File: config.mk
export PLATFORM = sky130hd
export DESIGN_NAME = gpio_port
export DESIGN_NICKNAME = d
export VERILOG_FILES = /design/src/rtl/gpio_pkg.sv /design/src/rtl/gpio_pin_filter.sv /design/src/rtl/gpio_port.sv
export SDC_FILE = /design/constraint.sdc
export NUM_CORES = 1
export LEC_CHECK = 0
export ABC_AREA = 1
export CAP_MARGIN = 10
export CELL_PAD_IN_SITES_DETAIL_PLACEMENT = 0
export CELL_PAD_IN_SITES_GLOBAL_PLACEMENT = 1
export CORE_MARGIN = 3
export CORE_UTILIZATION = 29
export CTS_BUF_LIST = sky130_fd_sc_hd__clkbuf_4
export DETAILED_ROUTE_END_ITERATION = 7
export PLACE_DENSITY = 0.79
export SYNTH_ARGS = -nofsm -noshare
export SYNTH_HDL_FRONTEND = slang
export SYNTH_SLANG_ARGS = --single-unit
export TNS_END_PERCENT = 10
File: constraint.sdc
create_clock -name clk -period 1.1 [get_ports clk]
set_input_delay 0.11 -clock clk [delete_from_list [all_inputs] [get_ports clk]]
set_output_delay 0.11 -clock clk [all_outputs]
set_load 0.03 [all_outputs]
File: src/rtl/gpio_pkg.sv
// Shared definitions for the multi-pin GPIO port: interrupt mode encodings,
// debounce counter sizing and the per-pin edge-mode decode.
package gpio_pkg;

    localparam logic [1:0] INT_OFF  = 2'b00;
    localparam logic [1:0] INT_RISE = 2'b01;
    localparam logic [1:0] INT_FALL = 2'b10;
    localparam logic [1:0] INT_ANY  = 2'b11;

    // Width of a counter that must hold the value 'cycles'; never below 1 bit.
    function automatic int dbc_cnt_width(input int cycles);
        return (cycles < 1) ? 1 : $clog2(cycles + 1);
    endfunction

    // True when an observed rise/fall matches the pin's interrupt mode.
    function automatic logic edge_hit(input logic [1:0] mode, input logic rise, input logic fall);
        logic hit;
        case (mode)
            INT_RISE: hit = rise;
            INT_FALL: hit = fall;
            INT_ANY:  hit = rise | fall;
            INT_OFF:  hit = 1'b0;
            default:  hit = 1'b0;
        endcase
        return hit;
    endfunction

endpackage

File: src/rtl/gpio_pin_filter.sv
// One pin's input path: a SYNC_STAGES flop synchroniser followed by a
// debounce filter that only accepts a level held for longer than
// DEBOUNCE_CYCLES synchronised samples (or passes straight through at 0).
module gpio_pin_filter
    import gpio_pkg::*;
#(
    parameter int SYNC_STAGES     = 2,
    parameter int DEBOUNCE_CYCLES = 4
) (
    input  logic clk,
    input  logic reset_n,
    input  logic pad_i,
    output logic stable_o
);

    logic [SYNC_STAGES-1:0] sync_q;
    logic                   synced;
    logic                   stable_q;

    // Shift the asynchronous pad level through the synchroniser chain.
    // NOTE: every sequential block uses non-blocking (<=) assignments so all
    // flops sample pre-edge values; blocking here would collapse the chain.
    always_ff @(posedge clk or negedge reset_n) begin
        if (!reset_n) begin
            sync_q <= '0;
        end else begin
            sync_q <= {sync_q[SYNC_STAGES-2:0], pad_i};
        end
    end

    assign synced = sync_q[SYNC_STAGES-1];

    if (DEBOUNCE_CYCLES == 0) begin : g_bypass
        // Without debounce the stable level is just the synchronised level.
        always_ff @(posedge clk or negedge reset_n) begin
            if (!reset_n) begin
                stable_q <= 1'b0;
            end else begin
                stable_q <= synced;
            end
        end
    end else begin : g_debounce
        localparam int             CW      = dbc_cnt_width(DEBOUNCE_CYCLES);
        localparam logic [CW-1:0]  CNT_MAX = CW'(DEBOUNCE_CYCLES);

        logic [CW-1:0] cnt_q;

        // Count consecutive differing samples; accept the new level once the
        // count has reached DEBOUNCE_CYCLES and the difference persists.
        always_ff @(posedge clk or negedge reset_n) begin
            if (!reset_n) begin
                stable_q <= 1'b0;
                cnt_q    <= '0;
            end else if (synced != stable_q) begin
                if (cnt_q == CNT_MAX) begin
                    stable_q <= synced;
                    cnt_q    <= '0;
                end else begin
                    cnt_q <= cnt_q + 1'b1;
                end
            end else begin
                cnt_q <= '0;
            end
        end
    end

    assign stable_o = stable_q;

endmodule

File: src/rtl/gpio_port.sv
// WIDTH-pin GPIO port: registered output/enable path to the pad tristates,
// filtered input path, and per-pin sticky edge interrupts aggregated to irq.
module gpio_port
    import gpio_pkg::*;
#(
    parameter int WIDTH           = 8,
    parameter int SYNC_STAGES     = 2,
    parameter int DEBOUNCE_CYCLES = 4
) (
    input  logic               clk,
    input  logic               reset_n,
    input  logic               enable_n,
    input  logic [WIDTH-1:0]   dir,
    input  logic [WIDTH-1:0]   data_out,
    input  logic [WIDTH-1:0]   irq_enable,
    input  logic [2*WIDTH-1:0] int_mode,
    input  logic [WIDTH-1:0]   irq_clear,
    input  logic [WIDTH-1:0]   pad_in,
    output logic [WIDTH-1:0]   pad_out,
    output logic [WIDTH-1:0]   pad_oe,
    output logic [WIDTH-1:0]   data_in,
    output logic [WIDTH-1:0]   irq_status,
    output logic               irq
);

    logic [WIDTH-1:0] stable;
    logic [WIDTH-1:0] prev_q;
    logic [WIDTH-1:0] dir_q;
    logic [WIDTH-1:0] pad_out_q;
    logic [WIDTH-1:0] pad_oe_q;
    logic [WIDTH-1:0] irq_status_q;
    logic [WIDTH-1:0] irq_status_d;
    logic [WIDTH-1:0] rise;
    logic [WIDTH-1:0] fall;
    logic [WIDTH-1:0] edge_gate;
    logic [WIDTH-1:0] qual;
    logic             en_q;

    for (genvar i = 0; i < WIDTH; i++) begin : g_pin
        gpio_pin_filter #(
            .SYNC_STAGES     (SYNC_STAGES),
            .DEBOUNCE_CYCLES (DEBOUNCE_CYCLES)
        ) u_filter (
            .clk      (clk),
            .reset_n  (reset_n),
            .pad_i    (pad_in[i]),
            .stable_o (stable[i])
        );
    end

    assign rise = stable & ~prev_q;
    assign fall = ~stable & prev_q;

    // An edge may only count on an input pin whose direction did not just
    // change, while enabled and not in the first cycle after re-enable.
    assign edge_gate = ~dir & ~(dir ^ dir_q) & {WIDTH{~enable_n & en_q}};

    // Decode each pin's qualifying edge from its interrupt mode.
    // NOTE: qual gets a full default before the loop so no path leaves it
    // unassigned, which would otherwise infer a latch.
    always_comb begin
        qual = '0;
        for (int i = 0; i < WIDTH; i++) begin
            qual[i] = edge_gate[i] & edge_hit(int_mode[2*i +: 2], rise[i], fall[i]);
        end
    end

    // Set beats clear on the same bit; disabling the port wipes all flags.
    assign irq_status_d = enable_n ? '0 : ((irq_status_q & ~irq_clear) | qual);

    // Register outputs, edge history, direction copy, enable history and status.
    always_ff @(posedge clk or negedge reset_n) begin
        if (!reset_n) begin
            pad_out_q    <= '0;
            pad_oe_q     <= '0;
            prev_q       <= '0;
            dir_q        <= '0;
            en_q         <= 1'b0;
            irq_status_q <= '0;
        end else begin
            pad_out_q    <= data_out;
            pad_oe_q     <= dir & {WIDTH{~enable_n}};
            prev_q       <= stable;
            dir_q        <= dir;
            en_q         <= ~enable_n;
            irq_status_q <= irq_status_d;
        end
    end

    assign pad_out    = pad_out_q;
    assign pad_oe     = pad_oe_q;
    assign data_in    = enable_n ? '0 : stable;
    assign irq_status = irq_status_q;
    assign irq        = |(irq_status_q & irq_enable);

endmodule

# After elaboration in Yosys (flattened, before gate mapping)
# Index checks and enable logic that the tools add are counted.
[op_classes]
n_addsub = 8
eq_ne = 40
mux = 26
n_bitwise = 32
reduce_logical = 17
[ops]
columns = ["op", "count"]
rows = [
  ["$and A8 B8 Y8", 7],
  ["$mux W3", 16],
  ["$not A8 Y8", 5],
  ["$eq A2 B2 Y1 const B", 16],
  ["$pmux W1 S4", 8],
  ["$add A3 B1 Y3 const B", 8],
  ["$eq A3 B3 Y1 const B", 8],
  ["$eq A2 B1 Y1 const B", 8],
  ["$logic_not A2 Y1", 8],
  ["$mux W8", 2],
  ["$reduce_and A2 Y1", 8],
  ["$and A1 B1 Y1", 9],
  ["$ne A1 B1 Y1", 8],
  ["$or A1 B1 Y1", 8],
  ["$or A8 B8 Y8", 1],
  ["$reduce_or A8 Y1", 1],
  ["$xor A8 B8 Y8", 1],
  ["$not A1 Y1", 1],
]
[word_totals]
regBits = 89
out_inout_bits = 33

# Longest topological paths before layout
[depth]
ltp_word = 7
ltp_mapped = 7
ltp_nobuf = 7

# Modules after synthesis
# A second synthesis with hierarchy kept.
[hier_totals]
hier_cells = 426
hier_area_um2 = 3955.0
[by_module_without_submodules]
columns = ["mod", "n_inst", "cells_each", "area_per_inst_um2"]
rows = [
  ["gpio_pin_filter", 8, 26, 257.7],
  ["gpio_port", 1, 218, 1893.1],
]

# Worst setup path before layout
# No wires, ideal clock.
[synth_timing]
path_type = "reg2out"
startpoint = "register irq_status_q[3] (netlist: irq_status[3])"
endpoint = "output irq"
arrival_ns = 1.028
t_required_ns = 0.990
setup_slack_ns = -0.038
stages_incl_launch_ff = 4
path_buffers = 0
cell_sequence = "dfrtp_1 > nand2_1 > nand4_1 > or2_2"
[synth_between]
elab_chain_cells = 2
[synth_rtl]
columns = ["element", "line_no", "rtl"]
rows = [
  ["start: declaration", "gpio_port.sv:31", "logic [WIDTH-1:0] irq_status_q;"],
  ["start signal: assignment", "gpio_port.sv:86", "irq_status_q <= irq_status_d;"],
  ["$and A8 B8 Y8", "gpio_port.sv:94", "assign irq = |(irq_status_q & irq_enable);"],
  ["$reduce_or A8 Y1", "gpio_port.sv:94", ""],
  ["end: declaration", "gpio_port.sv:23", "output logic irq"],
]
# Every way passes these cells.

# Final worst setup path
# Same ends and word-level chain as after synthesis.

==> results.toml <==
[floorplan]
dieArea_sq_mm = 0.0143
dieHeight_um = 120
dieWidth_um = 120
core-area_sq_mm = 0.0123
rows = 40
num_io_pins = 92
start_util_pct = 30.4

[outcome]
outcome = "finished, violations left"
violations = "negative setup slack"

[placement]
place.gp.congestion = 0.726
hpwlAfterDp_um = 6000
dpl.cell_count = 660
port_buffers = 91
place_area_sq_mm = 0.00505
pre_cts_slack_ps = -653

[sta]
period_needed_ps = 1560
drv_slew = 0
max_freq_mhz = 640
finalCritPeriodShare_pct = 142
finalClockSkew_ps = 19.3
tightest_slew_ps = 304
whs_ps = 68.7
fin_ws_ps = -463
setup_viol_count_final = 27
rsz0062_at_grt = "true"
final_hold_viol_count = 0
relSlewSlack_pct = 79.7
setup_tns_ps = -3420

[critical_path]
r2r_cells = 7
crit_type = "reg2out"
cp-end-kind = "output port"
crit_required_ps = 990
r2r_end = "irq_status[7]"
ff2ff_setup_slack_ps = -140
reg2reg_from = "g_pin[7].u_filter.stable_o"
cp-start-kind = "flip-flop"
crit_arrival_ps = 1450
worstPathMaxFanout = 2

[final_layout]
final_area_sq_mm = 0.00551
mostFrequentLayoutCell = "dfrtp_1"
area_growth_pct = 47.2
drive_gt1_share_pct = 23.7
final_cell_mix = "dfrtp_1 (82), nand2_1 (62), inv_1 (60)"
fin_cells = 686
final_nets = 604
n_antenna_cell = 0
final_util_pct = 44.7

[worst_hold_path]
hp-class = "in2async"

[synthesis]
synth_seq_cells = 89
synth_area_per_cell_sq_um = 10.0
yosys_warnings = 0
netlist-cell-type-count = 16
synthesis.instances = 373
syn_nets = 464
syn_area_sq_mm = 0.00374
seq_area_frac_synth_pct = 59.5

[drt]
drtAntennaViolNets = 0
drc_errors = 0
wirelength_um = 8030
drt_iter0_drc = 78
route.vias.total = 2757
wire_per_inst_um = 11.7
vias_per_cell = 4.02
drt_first_pass_iters = 4

[power]
p_per_area_mw_per_mm2 = 1810
p_total_mw = 9.99
ir_worst_vdd_mv = 0.656
p_leak_nw = 2.73

[grt]
overflow = 0
grt_max_degree = 30
grt_first_pass_wirelength_um = 13300
antenna_found_initial = 0
grt_pass1_vias = 2957
grt_use_total_pct = 11.8

[clocking]
cts_made_buffers = 9
cts_buffer_depth = 2
clk_root_buffer_cell = "clkbuf_4"
clock_latency_ps = 450
clkSinkCount = 89
cts_tree = "built"
clkTransAtPathRegs_ps = 140
htree_levels = 3

[job]
drv_cap = 0
[layout make-up]
class                           count  area (sq um)
Clock buffer                        9          67.6
Inverter                           68           255
Sequential cell                    89          2240
Tap cell                          168           210
Clock inverter                      7          61.3
Fill cell                        1210          6800
Timing Repair Buffer              132          1340
Multi-Input combinational cell    213          1340
[power breakdown]
group,total (mW),internal (mW),switching (mW)
Sequential,4.44,3.98,0.466
Clock,1.75,0.667,1.09
Combinational,3.79,1.91,1.88
[how the worst max path moves through the flow]
stage | from | endpoint | cells after the start
final | irq_status[3] | irq | 4
after global routing | irq_status[7] | irq | 4
after CTS | irq_status[7] | irq | 4
after detailed placement | irq_enable[3] | irq | 5
after global placement | irq_enable[3] | irq | 5
after floorplan | g_pin[7].u_filter.stable_o | irq_status[7] | 6
[metal layers]
layer  track usage, %  vias up  part of all wire [%]
met3             3.96       10                   8.0
met1             14.1     1276                    43
li1                 -     1394                     -
met4             4.72        0                   1.7
met5                0        -                     0
met2             19.5       77                    47
[sequential cells by signal, indices dropped and copies added (netlist names)]
signal,flops
pad_out,8
dir_q,8
g_pin.u_filter.stable_o,8
g_pin.u_filter.sync_q,16
irq_status,8
pad_oe,8
en_q,1
g_pin.u_filter.g_debounce.cnt_q,24
prev_q,8
[worst max-delay path, stage by stage (launching register included)]
cell     delay, ps
dfrtp_2        460
nand2_4         90
nand4_1         80
or2_4          240
buf_6          140
[cell usage after synthesis, drive strengths merged]
cell,number,area (sq um)
a21oi,23,115
and2,7,43.8
buf,3,21.3
dfrtp,89,2230
ha,32,400
inv,68,255
nand2,66,248
nand3,9,45.0
nand4,2,12.5
nor2,57,230
o21ai,1,5.00
or2,1,6.26
xnor2,8,70.1
xor2,7,61.3
[repair_timing]
item,CTS,global route
buffers inserted,5,4
endpoints found under the setup margin,41,49
pin swaps,6,5
resized for setup,64,15
hold endpoints to repair,89,0
hold buffers,1,0
[kinds of logic (layout without fill, tap and decap cells)]
family                   Yosys count  after routing  synth area share (%)
AND/OR/NAND/NOR                  142            142                  15.7
flip-flops                        89             89                  59.5
buffers and inverters             71            216                  7.39
adder cells (fa/ha/maj)           32             32                  10.7
AO/OA/AOI/OAI                     24             24                  3.21
XOR/XNOR                          15             15                  3.51
Power figures use the tool's default switching activity.
